## config.mk

```make
export PLATFORM = sky130hd
export DESIGN_NAME = tagged_rr_multiplexer
export DESIGN_NICKNAME = d
export VERILOG_FILES = /design/src/rtl/tagged_rr_multiplexer.sv
export SDC_FILE = /design/constraint.sdc
export NUM_CORES = 1
export LEC_CHECK = 0
export BUFFER_PORTS_ARGS = -buffer_cell sky130_fd_sc_hd__buf_2
export CORE_AREA = 2 2 140 142
export CTS_CLUSTER_SIZE = 28
export DETAILED_ROUTE_END_ITERATION = 10
export DIE_AREA = 0 0 142 144
export PLACE_DENSITY = 0.71
export SETUP_SLACK_MARGIN = 0.05
export SYNTH_ARGS = -nofsm -noshare
export SYNTH_HDL_FRONTEND = slang
export SYNTH_SLANG_ARGS = --single-unit
export TNS_END_PERCENT = 30
```

## constraint.sdc

```tcl
create_clock -name clk -period 5.4 [get_ports clk]
set_clock_uncertainty 0.1 [all_clocks]
set_input_delay 0.27 -clock clk [delete_from_list [all_inputs] [get_ports clk]]
set_output_delay 0.27 -clock clk [all_outputs]
set_load 0.05 [all_outputs]
```

## src/rtl/tagged_rr_multiplexer.sv

```systemverilog
// -----------------------------------------------------------------------------
// tagged_rr_multiplexer
//
// Purpose:
//   N-input to 1-output tagged stream multiplexer. Each input carries a tag;
//   beats whose tag equals ID are arbitrated round-robin onto a single output
//   stream, one beat per cycle. Beats with another tag are acknowledged
//   (in_ready=1) but ignored. A 2-entry skid buffer with registered outputs
//   keeps full throughput under backpressure.
//
//   LAST_HANDLING = 1 (FORWARD)  : out_last follows in_last of the granted beat.
//   LAST_HANDLING = 0 (WAIT_ALL) : last is collected from every input and a
//                                  single last is emitted, either on the beat
//                                  that completes the set or on a dummy beat
//                                  (data=0, keep=0, last=1).
//   FILTER_KEEP = 1              : matching beats with keep=0 are dropped.
//
// Optional feature:
//   `define TAGGED_RR_MUX_STATS_EN adds fwd_count / drop_count outputs.
//
// Ports:
//   clk        in   clock
//   rst_n      in   asynchronous active-low reset (deassert synchronously)
//   in_data    in   NUM_INPUTS*DATA_WIDTH payloads, input i at [i*DATA_WIDTH +: DATA_WIDTH]
//   in_tag     in   NUM_INPUTS*TAG_WIDTH destination tags
//   in_keep    in   keep per input
//   in_last    in   end-of-stream per input
//   in_valid   in   valid per input
//   in_ready   out  ready per input
//   out_data   out  payload
//   out_keep   out  keep
//   out_last   out  end-of-stream
//   out_valid  out  valid
//   out_ready  in   downstream ready
//   fwd_count  out  (stats only) output handshakes, wraps at 2^32
//   drop_count out  (stats only) beats dropped by keep filtering, wraps at 2^32
// -----------------------------------------------------------------------------
module tagged_rr_multiplexer #(
    parameter int DATA_WIDTH    = 64,
    parameter int NUM_INPUTS    = 4,
    parameter int TAG_WIDTH     = 4,
    parameter int ID            = 0,
    parameter int LAST_HANDLING = 1,
    parameter int FILTER_KEEP   = 1
) (
    input  logic                             clk,
    input  logic                             rst_n,
    input  logic [NUM_INPUTS*DATA_WIDTH-1:0] in_data,
    input  logic [NUM_INPUTS*TAG_WIDTH-1:0]  in_tag,
    input  logic [NUM_INPUTS-1:0]            in_keep,
    input  logic [NUM_INPUTS-1:0]            in_last,
    input  logic [NUM_INPUTS-1:0]            in_valid,
    output logic [NUM_INPUTS-1:0]            in_ready,
    output logic [DATA_WIDTH-1:0]            out_data,
    output logic                             out_keep,
    output logic                             out_last,
    output logic                             out_valid,
    input  logic                             out_ready
`ifdef TAGGED_RR_MUX_STATS_EN
    ,
    output logic [31:0]                      fwd_count,
    output logic [31:0]                      drop_count
`endif
);

    localparam int PTR_W = (NUM_INPUTS > 1) ? $clog2(NUM_INPUTS) : 1;
    localparam logic [TAG_WIDTH-1:0] LP_ID = TAG_WIDTH'(ID);
    localparam logic LP_WAIT_ALL = (LAST_HANDLING == 0);
    localparam logic LP_FILTER   = (FILTER_KEEP != 0);

    // Skid buffer: head entry drives the outputs directly, tail holds overflow.
    logic [DATA_WIDTH-1:0] r_out_data;
    logic                  r_out_keep;
    logic                  r_out_last;
    logic                  r_out_valid;
    logic [DATA_WIDTH-1:0] r_tail_data;
    logic                  r_tail_keep;
    logic                  r_tail_last;
    logic                  r_tail_valid;

    logic [NUM_INPUTS-1:0] r_last_seen;
    logic [PTR_W-1:0]      r_rr_ptr;

    logic [NUM_INPUTS-1:0] w_match;
    logic [NUM_INPUTS-1:0] w_elig;
    logic [NUM_INPUTS-1:0] w_drop;
    logic [NUM_INPUTS-1:0] w_grant_sel;
    logic [NUM_INPUTS-1:0] w_last_set;

    logic                  w_pop;
    logic                  w_can_push;
    logic                  w_grant_valid;
    logic [PTR_W-1:0]      w_grant_idx;
    int                    w_scan_idx;
    logic                  w_complete;
    logic                  w_dummy;
    logic                  w_push;
    logic [DATA_WIDTH-1:0] w_push_data;
    logic                  w_push_keep;
    logic                  w_push_last;

    assign w_pop      = r_out_valid & out_ready;
    // Space exists unless both entries are occupied and nothing leaves.
    assign w_can_push = ~(r_out_valid & r_tail_valid) | w_pop;

    genvar gi;
    generate
        for (gi = 0; gi < NUM_INPUTS; gi++) begin : g_in
            assign w_match[gi] = (in_tag[gi*TAG_WIDTH +: TAG_WIDTH] == LP_ID);
            assign w_elig[gi]  = in_valid[gi] & w_match[gi] & ~r_last_seen[gi]
                               & (~LP_FILTER | in_keep[gi]);
            // Drops are held off while the skid is full so that a dropped
            // last can still trigger a dummy push in the same cycle.
            assign w_drop[gi]  = LP_FILTER & in_valid[gi] & w_match[gi] & ~r_last_seen[gi]
                               & ~in_keep[gi] & w_can_push;
            assign w_grant_sel[gi] = w_grant_valid & (w_grant_idx == PTR_W'(gi));
            assign in_ready[gi] = ~w_match[gi] | w_grant_sel[gi] | w_drop[gi];
            // Last arrives either on a non-matching stream (seen immediately)
            // or on a matching beat that is actually consumed.
            assign w_last_set[gi] = LP_WAIT_ALL & in_valid[gi] & in_last[gi]
                                  & (~w_match[gi] | w_grant_sel[gi] | w_drop[gi]);
        end
    endgenerate

    // Round-robin: first eligible index at or after r_rr_ptr, wrapping.
    always_comb begin
        w_grant_valid = 1'b0;
        w_grant_idx   = '0;
        w_scan_idx    = 0;
        if (w_can_push) begin
            for (int k = 0; k < NUM_INPUTS; k++) begin
                w_scan_idx = int'(r_rr_ptr) + k;
                if (w_scan_idx >= NUM_INPUTS) begin
                    w_scan_idx = w_scan_idx - NUM_INPUTS;
                end
                if (!w_grant_valid && w_elig[PTR_W'(w_scan_idx)]) begin
                    w_grant_valid = 1'b1;
                    w_grant_idx   = PTR_W'(w_scan_idx);
                end
            end
        end
    end

    // Completion needs skid space for the (possibly dummy) last beat;
    // otherwise it is deferred and the seen bits keep accumulating.
    assign w_complete  = LP_WAIT_ALL & (&(r_last_seen | w_last_set)) & w_can_push;
    assign w_dummy     = w_complete & ~w_grant_valid;
    assign w_push      = w_grant_valid | w_dummy;
    assign w_push_data = w_grant_valid ? in_data[int'(w_grant_idx)*DATA_WIDTH +: DATA_WIDTH]
                                       : '0;
    assign w_push_keep = w_grant_valid & in_keep[w_grant_idx];
    assign w_push_last = LP_WAIT_ALL ? w_complete : (w_grant_valid & in_last[w_grant_idx]);

    always_ff @(posedge clk or negedge rst_n) begin
        if (!rst_n) begin
            r_out_data   <= '0;
            r_out_keep   <= 1'b0;
            r_out_last   <= 1'b0;
            r_out_valid  <= 1'b0;
            r_tail_data  <= '0;
            r_tail_keep  <= 1'b0;
            r_tail_last  <= 1'b0;
            r_tail_valid <= 1'b0;
            r_last_seen  <= '0;
            r_rr_ptr     <= '0;
        end else begin
            // Skid buffer update: head refills from tail first (FIFO order).
            if (!r_out_valid || w_pop) begin
                if (r_tail_valid) begin
                    r_out_data   <= r_tail_data;
                    r_out_keep   <= r_tail_keep;
                    r_out_last   <= r_tail_last;
                    r_out_valid  <= 1'b1;
                    r_tail_valid <= w_push;
                    if (w_push) begin
                        r_tail_data <= w_push_data;
                        r_tail_keep <= w_push_keep;
                        r_tail_last <= w_push_last;
                    end
                end else begin
                    r_out_valid <= w_push;
                    if (w_push) begin
                        r_out_data <= w_push_data;
                        r_out_keep <= w_push_keep;
                        r_out_last <= w_push_last;
                    end
                end
            end else if (w_push) begin
                r_tail_data  <= w_push_data;
                r_tail_keep  <= w_push_keep;
                r_tail_last  <= w_push_last;
                r_tail_valid <= 1'b1;
            end

            if (w_complete) begin
                r_last_seen <= '0;
            end else if (LP_WAIT_ALL) begin
                r_last_seen <= r_last_seen | w_last_set;
            end

            if (w_grant_valid) begin
                if (w_grant_idx == PTR_W'(NUM_INPUTS - 1)) begin
                    r_rr_ptr <= '0;
                end else begin
                    r_rr_ptr <= w_grant_idx + 1'b1;
                end
            end
        end
    end

    assign out_data  = r_out_data;
    assign out_keep  = r_out_keep;
    assign out_last  = r_out_last;
    assign out_valid = r_out_valid;

`ifdef TAGGED_RR_MUX_STATS_EN
    logic [31:0] r_fwd_count;
    logic [31:0] r_drop_count;
    logic [31:0] w_drop_num;

    always_comb begin
        w_drop_num = '0;
        for (int k = 0; k < NUM_INPUTS; k++) begin
            w_drop_num = w_drop_num + 32'(w_drop[k]);
        end
    end

    always_ff @(posedge clk or negedge rst_n) begin
        if (!rst_n) begin
            r_fwd_count  <= '0;
            r_drop_count <= '0;
        end else begin
            r_fwd_count  <= r_fwd_count + 32'(w_pop);
            r_drop_count <= r_drop_count + w_drop_num;
        end
    end

    assign fwd_count  = r_fwd_count;
    assign drop_count = r_drop_count;
`endif

endmodule

```

==> metrics.csv <==
metric,value,unit
synth_flop_cell,dfrtp_1,
hold_start,in_data[158],
multi_input_area,0.00393,mm^2
die_area,0.0204,mm^2
clk_latency,0.41,ns
via_per_inst,5.23,
worstSetupPathType,flip-flop to output pin,
grt_usage,19.6,%
crit_path_cell_trace,"nand2_1, o221a_1, and2_4, inv_4, ha_1, a21oi_1, o21ai_0, buf_2",
grt_pass1_wl,31200,um
critical_path_required,5.03,ns
hold_path.class,input pin to flip-flop,
critical_path_buf_inv_count,2,
drc,0,
fillers,1675,
cts_max_level,4,
slew_headroom,30.4,%
final_nets,1209,
grt_pass1_vias,6272,
syn_area,0.00755,mm^2
rows,51,
synth_nets,867,
fp.dieH,144,um
cts_inserted_buffers,17,
die_w,142,um
core_area,0.0191,mm^2
wl_per_cell,17.1,um
cts.reportedPaths.clkPinSlew,0.07,ns
clk_path_buf_depth,2,
rsz0062_at_grt,no,
design_area,0.0101,mm^2
vdd_drop_max,221,uV
crit_path_end_kind,output pin,
worst_pin_slew,1.04,ns
dp_hpwl,14900,um
cp.arrival,3.51,ns
gp_congestion,0.819,
ff2ff_path_depth,7,
worst_r2r_endpoint,r_tail_data[28],
yosys_warnings,0,
grt_max_degree,74,
cts_sinks,136,
grt-ovfl-total,0,
fmax,258,MHz
critical_path.slowest_cell,dfrtp_1,
syn_inst,576,
areaGrowthSynthToFinish,34.2,%
start_kind,flip-flop,
worst-path-max-fanout,57,
utilization,53.1,%
cap_violations,0,
cts_resized,0,
finalSetupViolCount,0,
cpPeakStageDelay,1.01,ns
async_reset_ff_share,100,%
period_minus_slack,3.88,ns
yosysSeqAreaShare,45.1,%
initial_core_util,39.6,%
synth_edf_count,0,
hold_depth,3,
postRouteWirelength,20000,um
power_density,382,mW/mm^2
finalSetupTns,0,ns
status,"finished, final reports clean",
seqCellArea,0.00340,mm^2
synth.distinct_cells,42,
fin_crit_sh,71.8,%
antenna_found_initial,2,
dpl_cell_area,0.00952,mm^2
cts_tree,built,
synth.avg_cell_area,13.1,um^2
dr_total_vias,6116,
maxSlewViolCount,0,
drive_gt1_share,57.9,%
dr.pass1.iters,4,
hold_viol_final,0,
reg2reg_from,r_tail_valid,
leakagePower,5.05,nW
min_to,r_tail_data[30],
path_delay_family,flip-flops,
yosysTopAreaCell,dfrtp_1,
portBuffers,357,
ios,358,
synth_seq_cells,136,
synth_area_leaders,"dfrtp_1 (45%), mux4_2 (19%), mux2_2 (9.8%), mux2i_1 (8.8%), a21oi_1 (4.6%)",
clockRootBuffer,clkbuf_16,
synth_top_area_share,45.1,%
drt_iter0_drc,275,
reg2reg_slack,1.60,ns
antenna_cells,0,
ant_nets,0,
[synth_stat cells (2+ instances only)]
library cell,count
buf_1,4
nor2b_1,5
a311oi_1,2
clkbuf_1,25
inv_1,3
inv_2,2
nor2_1,67
nand2_1,8
mux4_2,64
nor4_1,3
o21ai_0,8
and2_1,3
or4_4,3
mux2_2,66
buf_6,8
buf_2,5
a21oi_1,70
dfrtp_1,136
a2bb2oi_1,2
ha_1,4
mux2i_1,66
a31oi_1,2
[cell type report]
type	count	area share [%]
inverter	5	0.222
clock buffer	19	4.27
timing repair buffer	366	18.5
sequential	136	33.6
tap	238	2.94
clock inverter	13	1.68
multi-input combinational	392	38.8
[how the worst max path moves through the flow]
stage / end / cells past startpoint / slack [ns] / start
2_1_floorplan: in_ready[3] / 9 / 1.78 / in_tag[1]
3_3_place_gp: r_tail_data[25] / 7 / 1.61 / r_tail_valid
3_5_place_dp: r_tail_data[24] / 7 / 1.48 / r_tail_valid
4_1_cts: in_ready[0] / 8 / 1.35 / r_tail_valid
5_1_grt: in_ready[0] / 8 / 1.13 / r_tail_valid
6_report: in_ready[0] / 8 / 1.52 / r_tail_valid
[cells by family (layout without fill, tap and decap cells)]
kind of cell / Yosys count / count (layout) / share of synthesized area [%]
multiplexers: 196 / 196 / 37.7
AND/OR/NAND/NOR: 95 / 95 / 5.67
adder cells (fa/ha/maj): 4 / 4 / 0.663
XOR/XNOR: 1 / 1 / 0.116
flip-flops: 136 / 136 / 45.1
AO/OA/AOI/OAI: 96 / 96 / 7.47
buffers and inverters: 48 / 403 / 3.31
[tightest hold or removal path: stages]
cell,delay (ns)
buf_2,0.07
mux4_2,0.23
mux2_2,0.14
[what timing repair did]
action | 4_1_cts | 5_1_grt
buffers inserted | 0 | 0
endpoints found under the hold margin | 71 | 0
hold buffers | 1 | 0
[power by group]
part           internal [mW]  leakage [nW]  switching (mW)
Combinational          0.399          3.09           0.912
Clock                  0.732         0.285           0.455
Sequential              1.25          1.67           0.121
[placed cells by master (no fill, tap or decap), types with 2 or more instances in the layout]
cell type / count
buf_2: 356
clkinv_2: 2
nor2b_1: 5
a21oi_1: 69
clkinv_4: 3
mux2i_1: 66
nor2_1: 66
nor4_1: 3
bufinv_16: 3
mux2_2: 66
nand2_1: 8
mux4_2: 64
o21ai_0: 8
or4_4: 3
ha_1: 4
inv_1: 3
clkbuf_1: 2
dfrtp_1: 136
a2bb2oi_1: 2
and2_1: 3
inv_6: 3
buf_4: 7
a311oi_1: 2
clkinvlp_4: 3
clkbuf_16: 17
a31oi_1: 2
[flip-flops by register name, summed over array words and instances (netlist names)]
signal        count
out_data         64
r_tail_data      64
r_rr_ptr          2
out_keep          1
out_last          1
out_valid         1
r_tail_keep       1
r_tail_last       1
r_tail_valid      1
[through the flow]
stage	setup slack [ns]	total power, mW	instances	hold WS, ns
floorplan	1.78	2.30	576	-0.126
global placement	1.61	2.68	1136	0.239
detailed placement	1.48	2.71	1136	0.235
CTS	1.35	3.91	1169	0.202
global route	1.13	4.07	1169	0.210
finish	1.52	3.87	1169	0.224
[layer usage]
metal / vias up / track usage (%) / wire [um]
met4: 4 / 6.00 / 258
li1: 2867 / - / -
met1: 2988 / 24.0 / 8130
met2: 232 / 34.7 / 10300
met5: - / 0 / 27
met3: 25 / 4.64 / 1240
No activity file was read; power rests on OpenSTA's default activity.
